--- config.mk ---
export PLATFORM = sky130hd
export DESIGN_NAME = cg_rvarch_instr_encoder_flat
export DESIGN_NICKNAME = d
export VERILOG_FILES = /design/src/rtl/cg_rvarch_instr_encoder_if.sv /design/src/rtl/cg_rvarch_instr_encoder.sv /design/src/flat_wrapper.sv
export SDC_FILE = /design/constraint.sdc
export NUM_CORES = 1
export LEC_CHECK = 0
export CORE_MARGIN = 3
export CORE_UTILIZATION = 30
export DETAILED_ROUTE_END_ITERATION = 8
export HOLD_SLACK_MARGIN = 0.12
export PLACE_DENSITY = 0.6
export SLEW_MARGIN = 15
export SYNTH_ARGS = -nofsm -noshare
export SYNTH_HDL_FRONTEND = slang
export SYNTH_SLANG_ARGS = --single-unit
export TNS_END_PERCENT = 30
--- constraint.sdc ---
create_clock -name i_clk -period 5.13 [get_ports i_clk]
set_input_delay 1.026 -clock i_clk [delete_from_list [all_inputs] [get_ports i_clk]]
set_output_delay 1.026 -clock i_clk [all_outputs]
set_load 0.02 [all_outputs]
--- src/rtl/cg_rvarch_instr_encoder_if.sv ---
// ============================================================================
// Module : cg_rvarch_instr_encoder_if
// Brief  : Field-in / word-out handshake bundle for the RV32/RV64 encoder.
// Rev    : 1.0 - initial release
// ============================================================================
`timescale 1ns/1ps
`default_nettype none

interface cg_rvarch_instr_encoder_if #(
  parameter int DATA_WIDTH = 32,
  parameter int CNT_WIDTH  = 16
);
  logic                  i_valid;
  logic                  o_ready;
  logic [2:0]            i_fmt;
  logic [6:0]            i_opcode;
  logic [4:0]            i_rd;
  logic [4:0]            i_rs1;
  logic [4:0]            i_rs2;
  logic [2:0]            i_funct3;
  logic [6:0]            i_funct7;
  logic [DATA_WIDTH-1:0] i_imm;
  logic                  o_valid;
  logic                  i_ready;
  logic [31:0]           o_instr;
  logic [2:0]            o_err;
  logic [CNT_WIDTH-1:0]  o_cnt_ok;
  logic [CNT_WIDTH-1:0]  o_cnt_err;

  modport master (
    output i_valid, i_fmt, i_opcode, i_rd, i_rs1, i_rs2, i_funct3, i_funct7, i_imm, i_ready,
    input  o_ready, o_valid, o_instr, o_err, o_cnt_ok, o_cnt_err
  );

  modport slave (
    input  i_valid, i_fmt, i_opcode, i_rd, i_rs1, i_rs2, i_funct3, i_funct7, i_imm, i_ready,
    output o_ready, o_valid, o_instr, o_err, o_cnt_ok, o_cnt_err
  );
endinterface

`default_nettype wire

--- src/rtl/cg_rvarch_instr_encoder.sv ---
// ============================================================================
// Module : cg_rvarch_instr_encoder
// Brief  : 2-stage valid/ready packer of decoded fields into a 32-bit base-ISA
//          word, with immediate range/alignment flags and saturating counters.
// Rev    : 1.0 - initial release
// ============================================================================
`timescale 1ns/1ps
`default_nettype none

module cg_rvarch_instr_encoder #(
  parameter int DATA_WIDTH = 32,
  parameter int CNT_WIDTH  = 16
) (
  input  logic                    i_clk,
  input  logic                    i_rst,
  cg_rvarch_instr_encoder_if.slave bus
);

  typedef enum logic [2:0] {
    FMT_R = 3'd0,
    FMT_I = 3'd1,
    FMT_S = 3'd2,
    FMT_B = 3'd3,
    FMT_U = 3'd4,
    FMT_J = 3'd5
  } fmt_e;

  logic        s1_vld_q;
  logic [2:0]  fmt_q;
  logic [6:0]  opcode_q;
  logic [4:0]  rd_q, rs1_q, rs2_q;
  logic [2:0]  funct3_q;
  logic [6:0]  funct7_q;
  logic [31:0] imm_q;
  logic [2:0]  err1_q, err1_d;

  logic        s2_vld_q;
  logic [31:0] instr_q, instr_d;
  logic [2:0]  err2_q;

  logic [CNT_WIDTH-1:0] cnt_ok_q, cnt_err_q;

  logic w_s2_load, w_accept, w_deliver;
  logic w_fit12, w_fit13, w_fit21, w_u_oor;

  assign w_s2_load  = !s2_vld_q || bus.i_ready;
  assign bus.o_ready = !s1_vld_q || w_s2_load;
  assign w_accept   = bus.i_valid && bus.o_ready;
  assign w_deliver  = s2_vld_q && bus.i_ready;

  // A signed value fits N bits when everything from bit N-1 upward is one sign.
  assign w_fit12 = (&bus.i_imm[DATA_WIDTH-1:11]) || !(|bus.i_imm[DATA_WIDTH-1:11]);
  assign w_fit13 = (&bus.i_imm[DATA_WIDTH-1:12]) || !(|bus.i_imm[DATA_WIDTH-1:12]);
  assign w_fit21 = (&bus.i_imm[DATA_WIDTH-1:20]) || !(|bus.i_imm[DATA_WIDTH-1:20]);

  generate
    if (DATA_WIDTH > 32) begin : g_u_range
      assign w_u_oor = !((&bus.i_imm[DATA_WIDTH-1:31]) || !(|bus.i_imm[DATA_WIDTH-1:31]));
    end else begin : g_u_norange
      assign w_u_oor = 1'b0;
    end
  endgenerate

  always_comb begin
    err1_d = 3'b000;
    case (bus.i_fmt)
      FMT_R: err1_d = 3'b000;
      FMT_I, FMT_S: err1_d[0] = !w_fit12;
      FMT_B: begin
        err1_d[0] = !w_fit13;
        err1_d[1] = bus.i_imm[0];
      end
      FMT_J: begin
        err1_d[0] = !w_fit21;
        err1_d[1] = bus.i_imm[0];
      end
      FMT_U: begin
        err1_d[0] = w_u_oor;
        err1_d[1] = |bus.i_imm[11:0];
      end
      default: err1_d[2] = 1'b1;
    endcase
  end

  always_comb begin
    instr_d = 32'h0;
    case (fmt_q)
      FMT_R: instr_d = {funct7_q, rs2_q, rs1_q, funct3_q, rd_q, opcode_q};
      FMT_I: instr_d = {imm_q[11:0], rs1_q, funct3_q, rd_q, opcode_q};
      FMT_S: instr_d = {imm_q[11:5], rs2_q, rs1_q, funct3_q, imm_q[4:0], opcode_q};
      FMT_B: instr_d = {imm_q[12], imm_q[10:5], rs2_q, rs1_q, funct3_q,
                        imm_q[4:1], imm_q[11], opcode_q};
      FMT_U: instr_d = {imm_q[31:12], rd_q, opcode_q};
      FMT_J: instr_d = {imm_q[20], imm_q[10:1], imm_q[11], imm_q[19:12], rd_q, opcode_q};
      default: instr_d = 32'h0;
    endcase
  end

  always_ff @(posedge i_clk or posedge i_rst) begin
    if (i_rst) begin
      s1_vld_q <= 1'b0;
      fmt_q    <= 3'd0;
      opcode_q <= 7'd0;
      rd_q     <= 5'd0;
      rs1_q    <= 5'd0;
      rs2_q    <= 5'd0;
      funct3_q <= 3'd0;
      funct7_q <= 7'd0;
      imm_q    <= 32'd0;
      err1_q   <= 3'd0;
    end else if (w_accept) begin
      s1_vld_q <= 1'b1;
      fmt_q    <= bus.i_fmt;
      opcode_q <= bus.i_opcode;
      rd_q     <= bus.i_rd;
      rs1_q    <= bus.i_rs1;
      rs2_q    <= bus.i_rs2;
      funct3_q <= bus.i_funct3;
      funct7_q <= bus.i_funct7;
      imm_q    <= bus.i_imm[31:0];
      err1_q   <= err1_d;
    end else if (w_s2_load) begin
      s1_vld_q <= 1'b0;
    end
  end

  // Output word only changes when a new word moves in, so it holds under stall.
  always_ff @(posedge i_clk or posedge i_rst) begin
    if (i_rst) begin
      s2_vld_q <= 1'b0;
      instr_q  <= 32'h0;
      err2_q   <= 3'd0;
    end else if (w_s2_load) begin
      s2_vld_q <= s1_vld_q;
      if (s1_vld_q) begin
        instr_q <= instr_d;
        err2_q  <= err1_q;
      end
    end
  end

  always_ff @(posedge i_clk or posedge i_rst) begin
    if (i_rst) begin
      cnt_ok_q  <= '0;
      cnt_err_q <= '0;
    end else if (w_deliver) begin
      if (err2_q == 3'd0) begin
        if (!(&cnt_ok_q)) cnt_ok_q <= cnt_ok_q + 1'b1;
      end else begin
        if (!(&cnt_err_q)) cnt_err_q <= cnt_err_q + 1'b1;
      end
    end
  end

  assign bus.o_valid   = s2_vld_q;
  assign bus.o_instr   = instr_q;
  assign bus.o_err     = err2_q;
  assign bus.o_cnt_ok  = cnt_ok_q;
  assign bus.o_cnt_err = cnt_err_q;

endmodule

`default_nettype wire
--- src/flat_wrapper.sv ---
// flat-port wrapper written by rule: the top's interface ports become plain ports
module cg_rvarch_instr_encoder_flat 
#(
  parameter int DATA_WIDTH = 32,
  parameter int CNT_WIDTH  = 16
)
  (i_clk, i_rst, bus_i_valid, bus_i_fmt, bus_i_opcode, bus_i_rd, bus_i_rs1, bus_i_rs2, bus_i_funct3, bus_i_funct7, bus_i_imm, bus_i_ready, bus_o_ready, bus_o_valid, bus_o_instr, bus_o_err, bus_o_cnt_ok, bus_o_cnt_err);
  cg_rvarch_instr_encoder_if #(.DATA_WIDTH(DATA_WIDTH), .CNT_WIDTH(CNT_WIDTH)) bus_i ();
  input  logic i_clk;
  input  logic i_rst;
  input wire logic [$bits(bus_i.i_valid)-1:0] bus_i_valid;
  input wire logic [$bits(bus_i.i_fmt)-1:0] bus_i_fmt;
  input wire logic [$bits(bus_i.i_opcode)-1:0] bus_i_opcode;
  input wire logic [$bits(bus_i.i_rd)-1:0] bus_i_rd;
  input wire logic [$bits(bus_i.i_rs1)-1:0] bus_i_rs1;
  input wire logic [$bits(bus_i.i_rs2)-1:0] bus_i_rs2;
  input wire logic [$bits(bus_i.i_funct3)-1:0] bus_i_funct3;
  input wire logic [$bits(bus_i.i_funct7)-1:0] bus_i_funct7;
  input wire logic [$bits(bus_i.i_imm)-1:0] bus_i_imm;
  input wire logic [$bits(bus_i.i_ready)-1:0] bus_i_ready;
  output wire logic [$bits(bus_i.o_ready)-1:0] bus_o_ready;
  output wire logic [$bits(bus_i.o_valid)-1:0] bus_o_valid;
  output wire logic [$bits(bus_i.o_instr)-1:0] bus_o_instr;
  output wire logic [$bits(bus_i.o_err)-1:0] bus_o_err;
  output wire logic [$bits(bus_i.o_cnt_ok)-1:0] bus_o_cnt_ok;
  output wire logic [$bits(bus_i.o_cnt_err)-1:0] bus_o_cnt_err;
  assign bus_i.i_valid = bus_i_valid;
  assign bus_i.i_fmt = bus_i_fmt;
  assign bus_i.i_opcode = bus_i_opcode;
  assign bus_i.i_rd = bus_i_rd;
  assign bus_i.i_rs1 = bus_i_rs1;
  assign bus_i.i_rs2 = bus_i_rs2;
  assign bus_i.i_funct3 = bus_i_funct3;
  assign bus_i.i_funct7 = bus_i_funct7;
  assign bus_i.i_imm = bus_i_imm;
  assign bus_i.i_ready = bus_i_ready;
  assign bus_o_ready = bus_i.o_ready;
  assign bus_o_valid = bus_i.o_valid;
  assign bus_o_instr = bus_i.o_instr;
  assign bus_o_err = bus_i.o_err;
  assign bus_o_cnt_ok = bus_i.o_cnt_ok;
  assign bus_o_cnt_err = bus_i.o_cnt_err;
  cg_rvarch_instr_encoder #(.DATA_WIDTH(DATA_WIDTH), .CNT_WIDTH(CNT_WIDTH)) u_core (.i_clk(i_clk), .i_rst(i_rst), .bus(bus_i));
endmodule
# Yosys cells after proc, flatten, opt, wreduce, memory -nomap -nowiden
# Index checks and enable logic that the tools add are counted.
classes:
  n_reduce_logical: 34
  bitwise_logic: 3
  mux: 6
  eq_ne: 10
  n_addsub: 2
ops:
  columns: ["operator", "n"]
  rows:
  - ["case mux 32 bit (6 select lines)", 1]
  - ["adder 16 x 1 -> 16 bit (second input constant)", 2]
  - ["AND reduction 16 bit", 2]
  - ["OR reduction 12 bit", 2]
  - ["AND reduction 21 bit", 1]
  - ["OR reduction 21 bit", 1]
  - ["AND reduction 20 bit", 1]
  - ["OR reduction 20 bit", 1]
  - ["equality test 3 x 2 -> 1 bit (second input constant)", 4]
  - ["equality test 3 bit (second input constant)", 4]
  - ["AND reduction 12 bit", 1]
  - ["logical NOT 3 bit", 3]
  - ["logical NOT 1 bit", 8]
  - ["equality test 3 x 1 -> 1 bit (second input constant)", 2]
  - ["AND reduction 3 bit", 2]
  - ["OR reduction 6 bit", 1]
  - ["logical OR 1 bit", 5]
  - ["OR reduction 2 bit", 2]
  - ["two-way mux 1 bit", 3]
  - ["NOT 1 bit", 3]
  - ["case mux 1 bit (3 select lines)", 1]
  - ["logical AND 1 bit", 2]
  - ["case mux 1 bit (2 select lines)", 1]
  - ["AND reduction 2 bit", 1]
  - ["nonzero test 2 bit", 1]
word_totals:
  in_bits: 71
  reg_bits: 139
  out_inout_bits: 69
  word_cells: 70

# Longest topological paths before layout
logic_depth:
  word_depth: 5
  mapped_depth: 6

# Worst setup path before layout
# Ideal clock, no wire load.
synth_path:
  kind: "input to output"
  start: "in bus_i_ready"
  end: "out bus_o_ready"
  cell_stages: 1
  slack_ps: 2795
  required_ps: 4104
  arrival_ps: 1309
  cell_sequence: "nand3b_1"
synth_between:
  elab_chain_cells: 2
synth_lines:
  columns: ["item", "line_no", "text"]
  rows:
  - ["from (decl)", "flat_wrapper.sv:20", "input wire logic [$bits(bus_i.i_ready)-1:0] bus_i_ready;"]
  - ["logical OR 1 bit", "cg_rvarch_instr_encoder.sv:46", "assign w_s2_load = !s2_vld_q || bus.i_ready;"]
  - ["logical OR 1 bit", "cg_rvarch_instr_encoder.sv:47", "assign bus.o_ready = !s1_vld_q || w_s2_load;"]
  - ["to (decl)", "flat_wrapper.sv:21", "output wire logic [$bits(bus_i.o_ready)-1:0] bus_o_ready;"]
# Every way passes these cells.

# Worst setup path after layout
# Same ends and word-level chain as after synthesis.

==> run summary <==
Post-synth ARST share - 100%
core area - 20400 sq um
gr ovfl total - 0
drt wl/cell - 17.3 um
Fillers - 1959
post-synthesis net count - 611
post-synthesis average cell area - 11.7 sq um
Post-CTS Resized - 0
worst endpoint data arrival time - 2440 ps
Worst EP required - 4100 ps
drt initial violations - 184
max-slew violations - 0
TritonCTS clock tree - yes
DP Wirelength - 11800 um
PortBufs - 139
clk sinks - 139
drc violations - 0
via count - 4688
CTS Buf Count - 17
layout cells sized above 1 - 18.1%
pin count of the biggest net entering global routing - 119
final worst-path cycle share - 67.6%
CP cell instances - clkdlybuf4s50_1 > nand3b_1 > clkdlybuf4s50_1
Cell Pwr Density - 422 nW/um^2
Max H-tree Level - 4
CP Max Fanout - 4
Yosys warnings - 0
register area share after synthesis - 55.1%
die height - 151 um
slew margin rel. - 19.1%
Final nets - 745
Max Fclk - 0.289 GHz
die area - 22800 sq um
vias in the first global route - 4884
Post-Synthesis Cells - 538
Final min period - 3470 ps
fin cells - 955
skew final - 8.31 ps
Net Sw Frac - 29.4%
Post-DRT Antenna Nets - 0
Lkg Pwr - 3.58 nW
global-route wire length before repair - 26400 um
VDD IR max - 0.230 mV
setup TNS - 0 ps
most frequent cells in the layout - clkdlybuf4s50_1 (139), dfrtp_1 (139), mux2_2 (73)
routability congestion estimate - 0.879
critical path class - input port to output pin
Hold-fix buffers, CTS - 0
Seq cells post-synth - 139
CP delay by family, top - buffers and inverters
Setup Viol. Count Final - 0
Clock Tree Buf Depth - 2
Hold Slack - 478 ps
CP endpoint kind - output pin
drt first pass iters - 4
Post-CTS Setup Bufs - 0
startpoint types - input port
routed vias/inst - 4.91
sequential share of power - 40.6%
Ant. Diodes - 0
P_sw - 1.07 mW
I/O pins - 140
Worst-Skew Late Latency - 410 ps
Cells after DPL - 923
P_int - 2.56 mW
Gate power share - 23.9%
dominant synthesized flop cell - dfrtp_1
Worst-Margin Slew - 1210 ps
final hold viol count - 0
Buffers & Inverters on Critical Path - 2
Tot GR Track Use - 15.0%
number of synthesized flops with an enable pin - 0
width of the die - 151 um
Hold WC Path Type - flip-flop to flip-flop
Layout area overhead - 36.2%
Worst-path clk slew - 60 ps
unrepaired setup endpoints after global routing - no
total routed wirelength - 16500 um
slowest stage delay, CP - 640 ps
CP max-delay cell - clkdlybuf4s50_1
root buf cell - clkbuf_16
status - finished clean
Final Total Pwr - 3.63 mW
post-synthesis cell area - 6310 sq um
Clk pwr share - 35.5%
FP Rows - 52
unique cell type count in the Yosys netlist - 50
Max Cap Viol - 0
cell repeated most along the worst path - clkdlybuf4s50_1
Initial Utilization - 30.9%
initial antenna violation count - 0
## tightest hold or removal path, cell delays in order, from the launching register on
cell and delay (ps):
dfrtp_1 340, nand2_1 40, o21ai_0 60
## final cells by class
class / count / area [sq um] / area share [%]
Clock buffer: 22 / 494 / 5.75
Clock inverter: 10 / 138 / 1.60
Inverter: 4 / 22.5 / 0.262
Multi-Input combinational cell: 368 / 2700 / 31.5
Sequential cell: 139 / 3480 / 40.5
Tap cell: 270 / 338 / 3.93
Timing Repair Buffer: 142 / 1410 / 16.5
## kinds of logic after synthesis
family | synth area share [%]
xor+xnor | 3.75
flops | 55.1
compound gates | 9.62
simple gates | 13.7
fa+ha+maj | 0.397
buf+inv | 2.14
mux | 15.2
## flip-flops by register name (all words and copies together), names as in the netlist
register and flops:
u_core.bus.o_cnt_ok 16, u_core.bus.o_cnt_err 16, u_core.imm_q 32, u_core.rs1_q 5, u_core.fmt_q 3, u_core.funct7_q 7, u_core.rs2_q 5, u_core.s1_vld_q 1
u_core.rd_q 5, u_core.bus.o_valid 1, u_core.funct3_q 3, u_core.bus.o_err 3, u_core.opcode_q 7, u_core.bus.o_instr 32, u_core.err1_q 3
## synthesized netlist by cell type, types with 2 or more instances
cell type	number	share of area, %
inv_1	4	0.24
nor3_1	8	0.63
and3_1	5	0.50
buf_1	2	0.12
dfrtp_1	139	55
nor2_1	14	0.83
and4_1	3	0.42
mux2i_1	9	1.4
nor3b_1	2	0.24
a211oi_1	4	0.48
a21oi_1	22	1.7
a31oi_1	9	0.89
nor4_1	11	1.1
ha_1	2	0.40
nand3_1	11	0.87
nand2_1	56	3.3
xor2_1	18	2.5
nand2b_1	3	0.30
o31ai_1	2	0.24
nor2b_1	16	1.6
a22oi_1	6	0.71
mux2_2	73	13
a22o_1	11	1.5
clkbuf_1	10	0.60
buf_2	15	1.2
nand4_1	15	1.5
xnor2_1	9	1.2
o21ai_0	37	2.9
## final timing paths
kind / slack (ps) / cells after the start / to / start
worst min register to register: 480 / 2 / u_core.bus.o_instr[18]$_DFFE_PP0P_ / u_core.bus.o_instr[18]$_DFFE_PP0P_
worst min-delay path: 480 / 2 / u_core.bus.o_instr[18]$_DFFE_PP0P_ / u_core.bus.o_instr[18]$_DFFE_PP0P_
min in group asynchronous: 1180 / 2 / u_core.bus.o_cnt_ok[6]$_DFFE_PP0P_ / i_rst
worst max-delay path: 1660 / 3 / bus_o_ready / bus_i_ready
max in group asynchronous: 3140 / 3 / u_core.bus.o_instr[5]$_DFFE_PP0P_ / i_rst
worst max register to register: 2450 / 5 / u_core.bus.o_cnt_ok[1]$_DFFE_PP0P_ / u_core.bus.o_cnt_ok[0]$_DFFE_PP0P_
## per-stage QoR
step	cell area [sq um]	utilization, %	setup slack, ps
final	8590	42.0	1660
after global routing	8590	42.0	1590
after CTS	8590	42.0	1660
after detailed placement	7950	38.9	1660
after global placement	7950	38.9	1690
after floorplan	6310	-	379
## power groups by stage
stage / clock network (mW) / logic (mW) / registers [mW]
after global routing: 1.38 / 0.939 / 1.50
after global placement: 0 / 0.861 / 1.48
final: 1.29 / 0.865 / 1.47
after detailed placement: 0 / 0.876 / 1.49
after floorplan: 0 / 0.369 / 1.57
after CTS: 1.32 / 0.879 / 1.47
## metal layers
metal	GRT usage (%)	wire, um
met1	19.6	7560
met2	24.3	7960
met3	4.70	822
met4	3.49	156
met5	0	0
(Power assumes the default switching activity.)
